--- config.mk ---
export PLATFORM = sky130hd
export DESIGN_NAME = stream_mux_n_to_1
export DESIGN_NICKNAME = d
export VERILOG_FILES = /design/src/rtl/stream_mux_n_to_1.sv
export SDC_FILE = /design/constraint.sdc
export NUM_CORES = 1
export LEC_CHECK = 0
export BUFFER_PORTS_ARGS = -buffer_cell sky130_fd_sc_hd__buf_4
export CAP_MARGIN = 20
export CORE_AREA = 2 2 39 41
export CTS_CLUSTER_SIZE = 10
export DETAILED_ROUTE_END_ITERATION = 10
export DIE_AREA = 0 0 41 43
export PLACE_DENSITY = 0.56
export SKIP_CTS_REPAIR_TIMING = 1
export SLEW_MARGIN = 10
export SYNTH_ARGS = -nofsm -noshare
export SYNTH_HDL_FRONTEND = slang
export SYNTH_SLANG_ARGS = --single-unit
export TNS_END_PERCENT = 20
--- constraint.sdc ---
create_clock -name clk -period 1.6 [get_ports clk]
set_clock_uncertainty 0.1 [all_clocks]
set_input_delay 0.08 -clock clk [delete_from_list [all_inputs] [get_ports clk]]
set_output_delay 0.08 -clock clk [all_outputs]
set_load 0.01 [all_outputs]
--- src/rtl/stream_mux_n_to_1.sv ---
// -----------------------------------------------------------------------------
// stream_mux_n_to_1
//
// Purpose:
//   N-to-1 valid/ready stream multiplexer. The block picks one of NUM_INPUTS
//   producer channels each cycle, either by fixed priority or by round robin,
//   and registers the winning beat into a single output stage. It is meant to
//   sit in front of a CDC synchroniser or FIFO write port so that several
//   producers in the same clock domain can share one crossing channel.
//
// Parameters:
//   INPUT_BIT_LENGTH  data bits per channel (values below 1 behave as 1)
//   NUM_INPUTS        number of input channels, 1..32
//   ARB_MODE          0 = fixed priority (lowest index wins), 1 = round robin
//   SEL_W             derived index width, max(1, $clog2(NUM_INPUTS))
//
// Ports:
//   clk        in   single clock, rising edge
//   rst_n      in   asynchronous active-low reset
//   in_data    in   packed channel data, channel i at [i*W +: W]
//   in_valid   in   per-channel valid
//   in_ready   out  per-channel ready (combinational, at most one bit high)
//   out_data   out  registered data of the granted beat
//   out_sel    out  registered index of the channel that supplied out_data
//   out_valid  out  output stage holds a beat
//   out_ready  in   downstream accepts the held beat
// -----------------------------------------------------------------------------
module stream_mux_n_to_1 #(
   parameter int INPUT_BIT_LENGTH = 1,
   parameter int NUM_INPUTS       = 4,
   parameter int ARB_MODE         = 0,
   localparam int W               = (INPUT_BIT_LENGTH < 1) ? 1 : INPUT_BIT_LENGTH,
   localparam int SEL_W           = (NUM_INPUTS > 1) ? $clog2(NUM_INPUTS) : 1
) (
   input  logic                    clk,
   input  logic                    rst_n,
   input  logic [NUM_INPUTS*W-1:0] in_data,
   input  logic [NUM_INPUTS-1:0]   in_valid,
   output logic [NUM_INPUTS-1:0]   in_ready,
   output logic [W-1:0]            out_data,
   output logic [SEL_W-1:0]        out_sel,
   output logic                    out_valid,
   input  logic                    out_ready
);

   // --------------------------------------------------------------------------
   // Arbitration helper.
   // Scans channels starting at 'start' and wrapping modulo NUM_INPUTS.
   // Returns {found, index}. The scan runs from the farthest offset down to the
   // nearest one so that the last hit (the nearest valid channel) wins.
   // With start = 0 this degenerates to lowest-index-first priority.
   // --------------------------------------------------------------------------
   function automatic logic [SEL_W:0] f_pick(
      input logic [NUM_INPUTS-1:0] valid,
      input logic [SEL_W-1:0]      start
   );
      logic [SEL_W:0] res;
      int             c;
      res = '0;
      for (int k = NUM_INPUTS - 1; k >= 0; k--) begin
         c   = int'(start) + k;
         c   = (c >= NUM_INPUTS) ? (c - NUM_INPUTS) : c;
         res = valid[c] ? {1'b1, SEL_W'(c)} : res;
      end
      return res;
   endfunction

   // Output stage and round-robin pointer state
   logic [W-1:0]            r_data;
   logic [SEL_W-1:0]        r_sel;
   logic                    r_valid;
   logic [SEL_W-1:0]        r_ptr;

   // Combinational arbitration results
   logic                    w_load_en;
   logic                    w_any_valid;
   logic                    w_in_hs;
   logic [SEL_W:0]          w_pick;
   logic [SEL_W-1:0]        w_grant_idx;
   logic [SEL_W-1:0]        w_search_start;
   logic [SEL_W-1:0]        w_ptr_nxt;
   logic [NUM_INPUTS-1:0]   w_grant_oh;
   logic [W-1:0]            w_grant_data;

   // The output stage can take a new beat when empty or drained this cycle
   assign w_load_en = ~r_valid | out_ready;

   // Fixed-priority mode always searches from channel 0; the pointer is unused
   assign w_search_start = (ARB_MODE == 1) ? r_ptr : {SEL_W{1'b0}};

   // Pick the winner among valid channels
   always_comb begin
      w_pick      = f_pick(in_valid, w_search_start);
      w_any_valid = w_pick[SEL_W];
      w_grant_idx = w_pick[SEL_W-1:0];
   end

   // One-hot grant; only a valid channel can ever appear here
   always_comb begin
      w_grant_oh = '0;
      if (w_any_valid) begin
         w_grant_oh = NUM_INPUTS'(1'b1) << w_grant_idx;
      end else begin
         w_grant_oh = '0;
      end
   end

   // Ready is forced low during reset: load_en alone would be high there
   // because the empty output stage reads as able to load.
   assign in_ready = w_grant_oh & {NUM_INPUTS{w_load_en & rst_n}};

   // AND-OR select of the granted channel's data using the one-hot grant
   always_comb begin
      w_grant_data = '0;
      for (int i = 0; i < NUM_INPUTS; i++) begin
         w_grant_data = w_grant_oh[i] ? in_data[i*W +: W] : w_grant_data;
      end
   end

   // An input handshake happens exactly when a grant exists and load is open
   assign w_in_hs = w_load_en & w_any_valid;

   // Pointer moves to the channel after the winner, wrapping at the last one
   always_comb begin
      w_ptr_nxt = '0;
      if (int'(w_grant_idx) == (NUM_INPUTS - 1)) begin
         w_ptr_nxt = '0;
      end else begin
         w_ptr_nxt = w_grant_idx + SEL_W'(1);
      end
   end

   // Output stage: load the winner, drain when accepted, otherwise hold
   always_ff @(posedge clk or negedge rst_n) begin
      if (!rst_n) begin
         r_data  <= '0;
         r_sel   <= '0;
         r_valid <= 1'b0;
      end else if (w_in_hs) begin
         r_data  <= w_grant_data;
         r_sel   <= w_grant_idx;
         r_valid <= 1'b1;
      end else if (out_ready) begin
         // Drained with nothing to refill: data and index keep their values
         r_valid <= 1'b0;
      end else begin
         r_data  <= r_data;
         r_sel   <= r_sel;
         r_valid <= r_valid;
      end
   end

   // Round-robin pointer: advances only on a completed input handshake
   always_ff @(posedge clk or negedge rst_n) begin
      if (!rst_n) begin
         r_ptr <= '0;
      end else if ((ARB_MODE == 1) && w_in_hs) begin
         r_ptr <= w_ptr_nxt;
      end else begin
         r_ptr <= r_ptr;
      end
   end

   assign out_data  = r_data;
   assign out_sel   = r_sel;
   assign out_valid = r_valid;

endmodule

==> results of run 1 <==
-- path summary, 6_finish.rpt --
path | from | to | slack (ns) | depth (start not counted)
max | out_valid$_DFFE_PN0P_ | in_ready[2] | 0.19 | 4
min | in_valid[3] | out_valid$_DFFE_PN0P_ | 0.003 | 3
min in group asynchronous | rst_n | out_sel[0]$_DFFE_PN0P_ | 0.09 | 2
min reg2reg | out_sel[1]$_DFFE_PN0P_ | out_sel[1]$_DFFE_PN0P_ | 0.39 | 1
max in group asynchronous | rst_n | out_valid$_DFFE_PN0P_ | 1.21 | 2
max reg2reg | out_valid$_DFFE_PN0P_ | out_data$_DFFE_PN0P_ | 0.37 | 3
-- power breakdown --
| group | total [W] | internal [W] | switching [W] |
|---|---|---|---|
| registers | 0.000116 | 0.000111 | 0.00000474 |
| logic | 0.0000875 | 0.0000478 | 0.0000397 |
| clock network | 0.000122 | 0.0000837 | 0.0000382 |
| total | 0.000325 | 0.000243 | 0.0000826 |
-- stage by stage --
| step | worst slack [ns] | area (um2) |
|---|---|---|
| after global routing | 0.0572 | 459 |
| after floorplan | 0.389 | 277 |
| after CTS | 0.145 | 449 |
| after detailed placement | 0.374 | 427 |
| after global placement | 0.424 | 427 |
| final | 0.191 | 459 |
-- layout make-up --
class	instances	area, um2	area share
Sequential cell	4	100	0.218
Inverter	1	3.75	0.00817
Tap cell	16	20.0	0.0436
Timing Repair Buffer	19	145	0.316
Clock buffer	3	22.5	0.0490
Multi-Input combinational cell	25	168	0.365
-- cell usage after synthesis, types with 2 or more instances --
cell	instances
dfrtp_1	4
nand2_1	4
nor2_1	4
a21oi_1	2
nand2b_1	2
o21ai_0	2
-- placed cells by master, fill, tap and decap left out --
| cell type | instances |
|---|---|
| buf_4 | 18 |
| nand2_1 | 4 |
| nor2_1 | 4 |
| dfrtp_1 | 4 |
| clkbuf_4 | 3 |
| nand2b_1 | 2 |
| a21oi_1 | 2 |
| o21ai_0 | 2 |
| inv_1 | 1 |
| nor4_1 | 1 |
| nor3b_2 | 1 |
| and3_1 | 1 |
| nor3_2 | 1 |
| nor2b_1 | 1 |
| nor4_4 | 1 |
| o41ai_1 | 1 |
| o21a_1 | 1 |
| a221o_1 | 1 |
| nand3b_1 | 1 |
| o22a_1 | 1 |
| dlygate4sd3_1 | 1 |
-- per-layer routing --
metal | vias up | global-route usage | share of wire
li1 | 155 | - | -
met1 | 125 | 0.120 | 0.46
met2 | 13 | 0.106 | 0.41
met3 | 2 | 0.0209 | 0.11
met4 | 0 | 0.0600 | 0.028
met5 | - | 0 | 0
-- sequential cells by signal, indices dropped and copies added, names as in the netlist --
signal,count
out_sel,2
out_valid,1
out_data,1
-- cell families after synthesis --
group / count (synthesis) / synth area share
buffers and inverters: 2 / 0.0316
flip-flops: 4 / 0.362
AND/OR/NAND/NOR: 17 / 0.407
AO/OA/AOI/OAI: 8 / 0.199
-- worst min-delay path, delay by kind of cell --
family	cells	cell delay, ns
buf+inv	1	0.12
simple gates	2	0.10
==> results.rst, run 1 <==
.. list-table::
   :header-rows: 1

   * - Metric
     - Value
   * - Status
     - completed
   * - Cell types occupying the most area after synthesis
     - dfrtp_1 (36%), nor4_4 (7.7%), nand2_1 (5.4%)
   * - Area growth syn-to-layout
     - 66.1%
   * - Pwr/cell area
     - between 700 and 800 mW/mm2
   * - Cell type with the largest total area after synthesis
     - dfrtp_1
   * - Period Utilization, post-route
     - 0.880
   * - Master cell of the clock root buffer
     - clkbuf_4
   * - Fraction of synthesis flops using an asynchronous set or reset pin
     - 1.00
   * - Number of fill cells in the layout
     - 153
   * - Number of H-tree branching levels
     - 1
   * - Clock insertion delay at the later pin of the skew report
     - 0.23 ns
   * - Cell class contributing the biggest share of worst-path delay
     - simple AND/OR/NAND/NOR gates
   * - GPL Wtd Cong
     - 0.706
   * - Top flip-flop cell by instance count after synthesis
     - dfrtp_1
   * - Placeable core area
     - about 0.0014 mm2
   * - DRC violation count after routing
     - 0
   * - Area share of the largest cell type after synthesis
     - 0.362
   * - Number of antenna violations at the first check in global routing
     - 0
   * - Final Total Pwr
     - roughly 0.00033 W
   * - Routed wirelength normalized by instance count
     - between 9 and 10 um
   * - Seq cells post-synth
     - 4
   * - Final critical path time including I/O delays and setup
     - about 1.4 ns
   * - Worst Hold Slack
     - 0.00295 ns
   * - Utilization after layout
     - 0.332
   * - Num rows
     - 14
   * - Overall fraction of global-route tracks in use
     - 0.0846
   * - Final Setup Violations
     - 0
   * - WP data required
     - about 1.4 ns
   * - Final global-route overflow total
     - 0
   * - Net count of the mapped netlist
     - 42
   * - Critical-path cell with the highest stage delay
     - dfrtp_1
   * - Placed wire-length estimate after detailed placement
     - about 560 um
   * - Worst EP arrival
     - approximately 1.2 ns
   * - Layout cell share with drive strength beyond 1
     - 0.462
   * - Number of vias per cell
     - ~4.3
   * - Kind of start point of the critical path
     - flop
   * - # Max-Cap Violations
     - 0
   * - Average instance area after synthesis
     - 8.92 um2
   * - N_diodes
     - 0
   * - Max stage delay on crit path
     - between 0.3 and 0.4 ns
   * - Number of unique standard cell types used by synthesis
     - 19
   * - Final max-slew violation count
     - 0
   * - CP bufs+invs
     - 1
   * - TritonCTS Buffers
     - 3
   * - Netlist area before placement
     - approximately 280 um2
   * - Number of enable-type register cells in the synthesized netlist
     - 0
   * - Clk sink count
     - 4
   * - HP Class
     - in -> reg
   * - Setup repair after global routing missed its margin
     - false
   * - Initial cell density of the core
     - 0.200
   * - Placed insts
     - 64
   * - Slew @ Worst Pin
     - 0.292 ns
   * - Final Hold Viols
     - 0
   * - Vias in the first global route
     - between 200 and 300
   * - Number of nets with antenna violations after routing
     - 0
   * - Proportion of synthesized chip area in sequential cells
     - 0.362
   * - Leakage power total
     - between 0.2 and 0.25 nW
   * - Die area
     - roughly 0.0018 mm2
   * - Largest net degree at the start of global routing
     - 10
   * - Endpoint kind of the worst setup timing path
     - primary output
   * - TritonCTS clock tree
     - built
   * - Setup TNS Final
     - 0 ns
   * - Number of port buffers
     - 18
   * - IR drop worst, VDD
     - about 0.00035 V
   * - Slew Limit Headroom
     - 0.804
   * - Synthesized instance count
     - 31
   * - Maximum clock frequency
     - roughly 0.71 GHz
   * - # nets final
     - 65
   * - Top-level I/O count
     - 19
   * - Number of warnings issued by yosys
     - 0
   * - Critical-path cell list
     - nand2b_1 > nand2_1 > nor4_1 > buf_4
   * - Vias post-DR
     - ~300
   * - Router iterations before antenna repair
     - 2
   * - Largest fanout on the critical path
     - 4
   * - Max clock buf depth
     - 2
   * - Clock slew seen by the registers of the worst setup and hold paths
     - 0.04 ns
   * - Number of non-filler instances in the completed layout
     - between 60 and 70
   * - Routed WL
     - ~670 um
   * - First-pass GRT wire length
     - around 1000 um
   * - Worst Path Class, Setup
     - reg -> out
   * - Iter 0 DRT Violations
     - 3
   * - Height of the die
     - ~43 um
   * - Horizontal die dimension
     - 41 um
Power figures use the tool's default switching activity.
==> run 2: changes to the inputs <==
--- a/config.mk
+++ b/config.mk
@@ -12,6 +12,7 @@
 export DETAILED_ROUTE_END_ITERATION = 10
 export DIE_AREA = 0 0 41 43
 export PLACE_DENSITY = 0.56
+export REMOVE_ABC_BUFFERS = 1
 export SKIP_CTS_REPAIR_TIMING = 1
 export SLEW_MARGIN = 10
 export SYNTH_ARGS = -nofsm -noshare
==> run 2 against run 1 <==
  * Sequential cell count stayed put
  * Cell area did not move
  * Clock power up 3%
  * Sequential share of layout area unchanged
  * Utilization stayed put
  * Critical path depth up 1
  * Via count decreased by 2.7%
  * Sequential power about the same
  * Clock-buffer cell count unchanged
  * Global-route usage rose by 0.20 points
  * Combinational power hardly changed
  * Largest cell class unchanged
  * Power up 1.0%
  * Critical path type is now in -> out
==> results.rst, run 2 (same netlist as run 1, synthesis figures left out) <==
.. list-table::
   :header-rows: 1

   * - Metric
     - Value
   * - Largest net degree at the start of global routing
     - 10 (unchanged)
   * - Final Hold Viols
     - 0 (unchanged)
   * - N_diodes
     - 0 (unchanged)
   * - Worst Path Class, Setup
     - in -> out (was reg -> out)
   * - Number of stages on the worst hold path
     - 3 (unchanged)
   * - Initial cell density of the core
     - 0.200 (unchanged)
   * - Length in cells of the worst reg-to-reg path
     - 3 (unchanged)
   * - # Max-Cap Violations
     - 0 (unchanged)
   * - # nets final
     - 65 (unchanged)
   * - Router iterations before antenna repair
     - 2 (unchanged)
   * - Final critical path time including I/O delays and setup
     - 1.37 ns (was 1.41 ns)
   * - Largest fanout on the critical path
     - 6 (was 4)
   * - Placeable core area
     - 0.00138 mm2 (unchanged)
   * - Endpoint of the lowest-slack register-to-register path
     - out_data$_DFFE_PN0P_ (unchanged)
   * - Clock slew seen by the registers of the worst setup and hold paths
     - 0.04 ns (about the same)
   * - Final Setup Violations
     - 0 (unchanged)
   * - Clk sink count
     - 4 (unchanged)
   * - GPL Wtd Cong
     - 0.779 (was 0.706)
   * - Max clock buf depth
     - 2 (unchanged)
   * - Area growth syn-to-layout
     - 66.1% (unchanged)
   * - Worst Hold Slack
     - 0.00813 ns (was 0.00295 ns)
   * - Worst EP arrival
     - 1.19 ns (was 1.23 ns)
   * - Setup slack on the worst flop-to-flop path
     - 0.38 ns (was 0.37 ns)
   * - TritonCTS clock tree
     - built (unchanged)
   * - Number of vias per cell
     - 4.22 (was 4.34)
   * - Layout cell share with drive strength beyond 1
     - 0.462 (unchanged)
   * - Most common cell after layout, fill and taps aside
     - buf_4 (unchanged)
   * - Status
     - completed (unchanged)
   * - Number of antenna violations at the first check in global routing
     - 0 (unchanged)
   * - Number of nets with antenna violations after routing
     - 0 (unchanged)
   * - Height of the die
     - 43 um (unchanged)
   * - Overall fraction of global-route tracks in use
     - 0.0866 (was 0.0846)
   * - Clock insertion delay at the later pin of the skew report
     - 0.23 ns (about the same)
   * - Source of the worst register-to-register timing path
     - out_valid$_DFFE_PN0P_ (unchanged)
   * - Vias in the first global route
     - 259 (was 250)
   * - HP Class
     - in -> reg (unchanged)
   * - Num rows
     - 14 (unchanged)
   * - Placed wire-length estimate after detailed placement
     - 551 um (was 563 um)
   * - Routed wirelength normalized by instance count
     - 10.1 um (was 9.88 um)
   * - Iter 0 DRT Violations
     - 3 (unchanged)
   * - Vias post-DR
     - 287 (was 295)
   * - Kind of start point of the critical path
     - input port (was flop)
   * - Pwr/cell area
     - 716 mW/mm2 (was 708 mW/mm2)
   * - First-pass GRT wire length
     - 1030 um (was 1010 um)
   * - Final max-slew violation count
     - 0 (unchanged)
   * - DRC violation count after routing
     - 0 (unchanged)
   * - Maximum clock frequency
     - 0.729 GHz (was 0.710 GHz)
   * - Slew Limit Headroom
     - 0.796 (was 0.804)
   * - Commonest non-fill, non-tap cells in the layout
     - buf_4 (18), nand2_1 (4), nor2_1 (4), dfrtp_1 (4), clkbuf_4 (3) (unchanged)
   * - WP data required
     - 1.42 ns (about the same)
   * - Number of H-tree branching levels
     - 1 (unchanged)
   * - Hold Startpoint
     - in_valid[3] (unchanged)
   * - Setup TNS Final
     - 0 ns (unchanged)
   * - Top-level I/O count
     - 19 (unchanged)
   * - Master cell of the clock root buffer
     - clkbuf_4 (unchanged)
   * - Routed WL
     - 685 um (was 672 um)
   * - Final global-route overflow total
     - 0 (unchanged)
   * - Endpoint kind of the worst setup timing path
     - primary output (unchanged)
   * - Leakage power total
     - 0.207 nW (unchanged)
   * - Number of port buffers
     - 18 (unchanged)
   * - Pre-CTS WS
     - 0.377 ns (was 0.374 ns)
   * - Slew @ Worst Pin
     - 0.305 ns (was 0.292 ns)
   * - Horizontal die dimension
     - 41 um (unchanged)
   * - Period Utilization, post-route
     - 0.857 (was 0.880)
   * - Worst hold endpoint
     - out_valid$_DFFE_PN0P_ (unchanged)
   * - Least setup slack across all paths after layout
     - 0.228 ns (was 0.191 ns)
   * - Final Total Pwr
     - 0.000329 W (was 0.000325 W)
   * - Setup repair after global routing missed its margin
     - false (unchanged)
   * - IR drop worst, VDD
     - 0.000326 V (was 0.000345 V)
   * - Die area
     - 0.00176 mm2 (unchanged)
   * - Max reg flops
     - 2 (unchanged)
   * - TritonCTS Buffers
     - 3 (unchanged)
==> run 2: cell counts in the layout (fill, tap and decap cells not counted) <==
Identical to the previous run, type by type.
==> run 2: per-layer routing <==
metal | global-route usage | vias up | share of wire
met5 | 0 | - | 0
met4 | 0.0600 | 0 | 0
met1 | 0.123 | 118 | 0.51
li1 | - | 156 | -
met3 | 0.0157 | 0 | 0.11
met2 | 0.113 | 13 | 0.38
==> run 2: cell type report <==
cell class                      instances  area, um2
Clock buffer                            3       22.5
Fill cell                             151        925
Inverter                                1       3.75
Multi-Input combinational cell         25        168
Sequential cell                         4        100
Tap cell                               16       20.0
Timing Repair Buffer                   19        145
==> run 2: worst max-delay path, cell delays in order <==
cell           delay (ns)
dlygate4sd3_1        0.53
buf_4                0.14
nand2_1              0.09
nor4_1               0.18
buf_4                0.17
==> run 2: worst max-delay path by stage <==
stage                                     start                   end  slack (ns)  depth (start not counted)
final                                     rst_n           in_ready[2]        0.23                          5
after global routing      out_valid$_DFFE_PN0P_           in_ready[2]        0.09                          4
after CTS                 out_valid$_DFFE_PN0P_           in_ready[2]        0.19                          4
after detailed placement  out_valid$_DFFE_PN0P_  out_data$_DFFE_PN0P_        0.38                          3
after global placement    out_valid$_DFFE_PN0P_  out_data$_DFFE_PN0P_        0.42                          3
after floorplan           out_valid$_DFFE_PN0P_  out_data$_DFFE_PN0P_        0.39                          3
==> run 2: report_power, final <==
part	leakage [nW]	internal [W]	total [W]	switching, W
combinational	0.148	0.0000478	0.0000875	0.0000397
clock	0.0138	0.0000840	0.000126	0.0000417
sequential	0.0455	0.000111	0.000115	0.00000446
==> run 2: per-stage QoR <==
stage,instance area (um2),util,instances
after floorplan,272,-,30
after global placement,427,0.308,64
after detailed placement,427,0.308,64
after CTS,449,0.325,67
after global routing,459,0.332,68
final,459,0.332,68
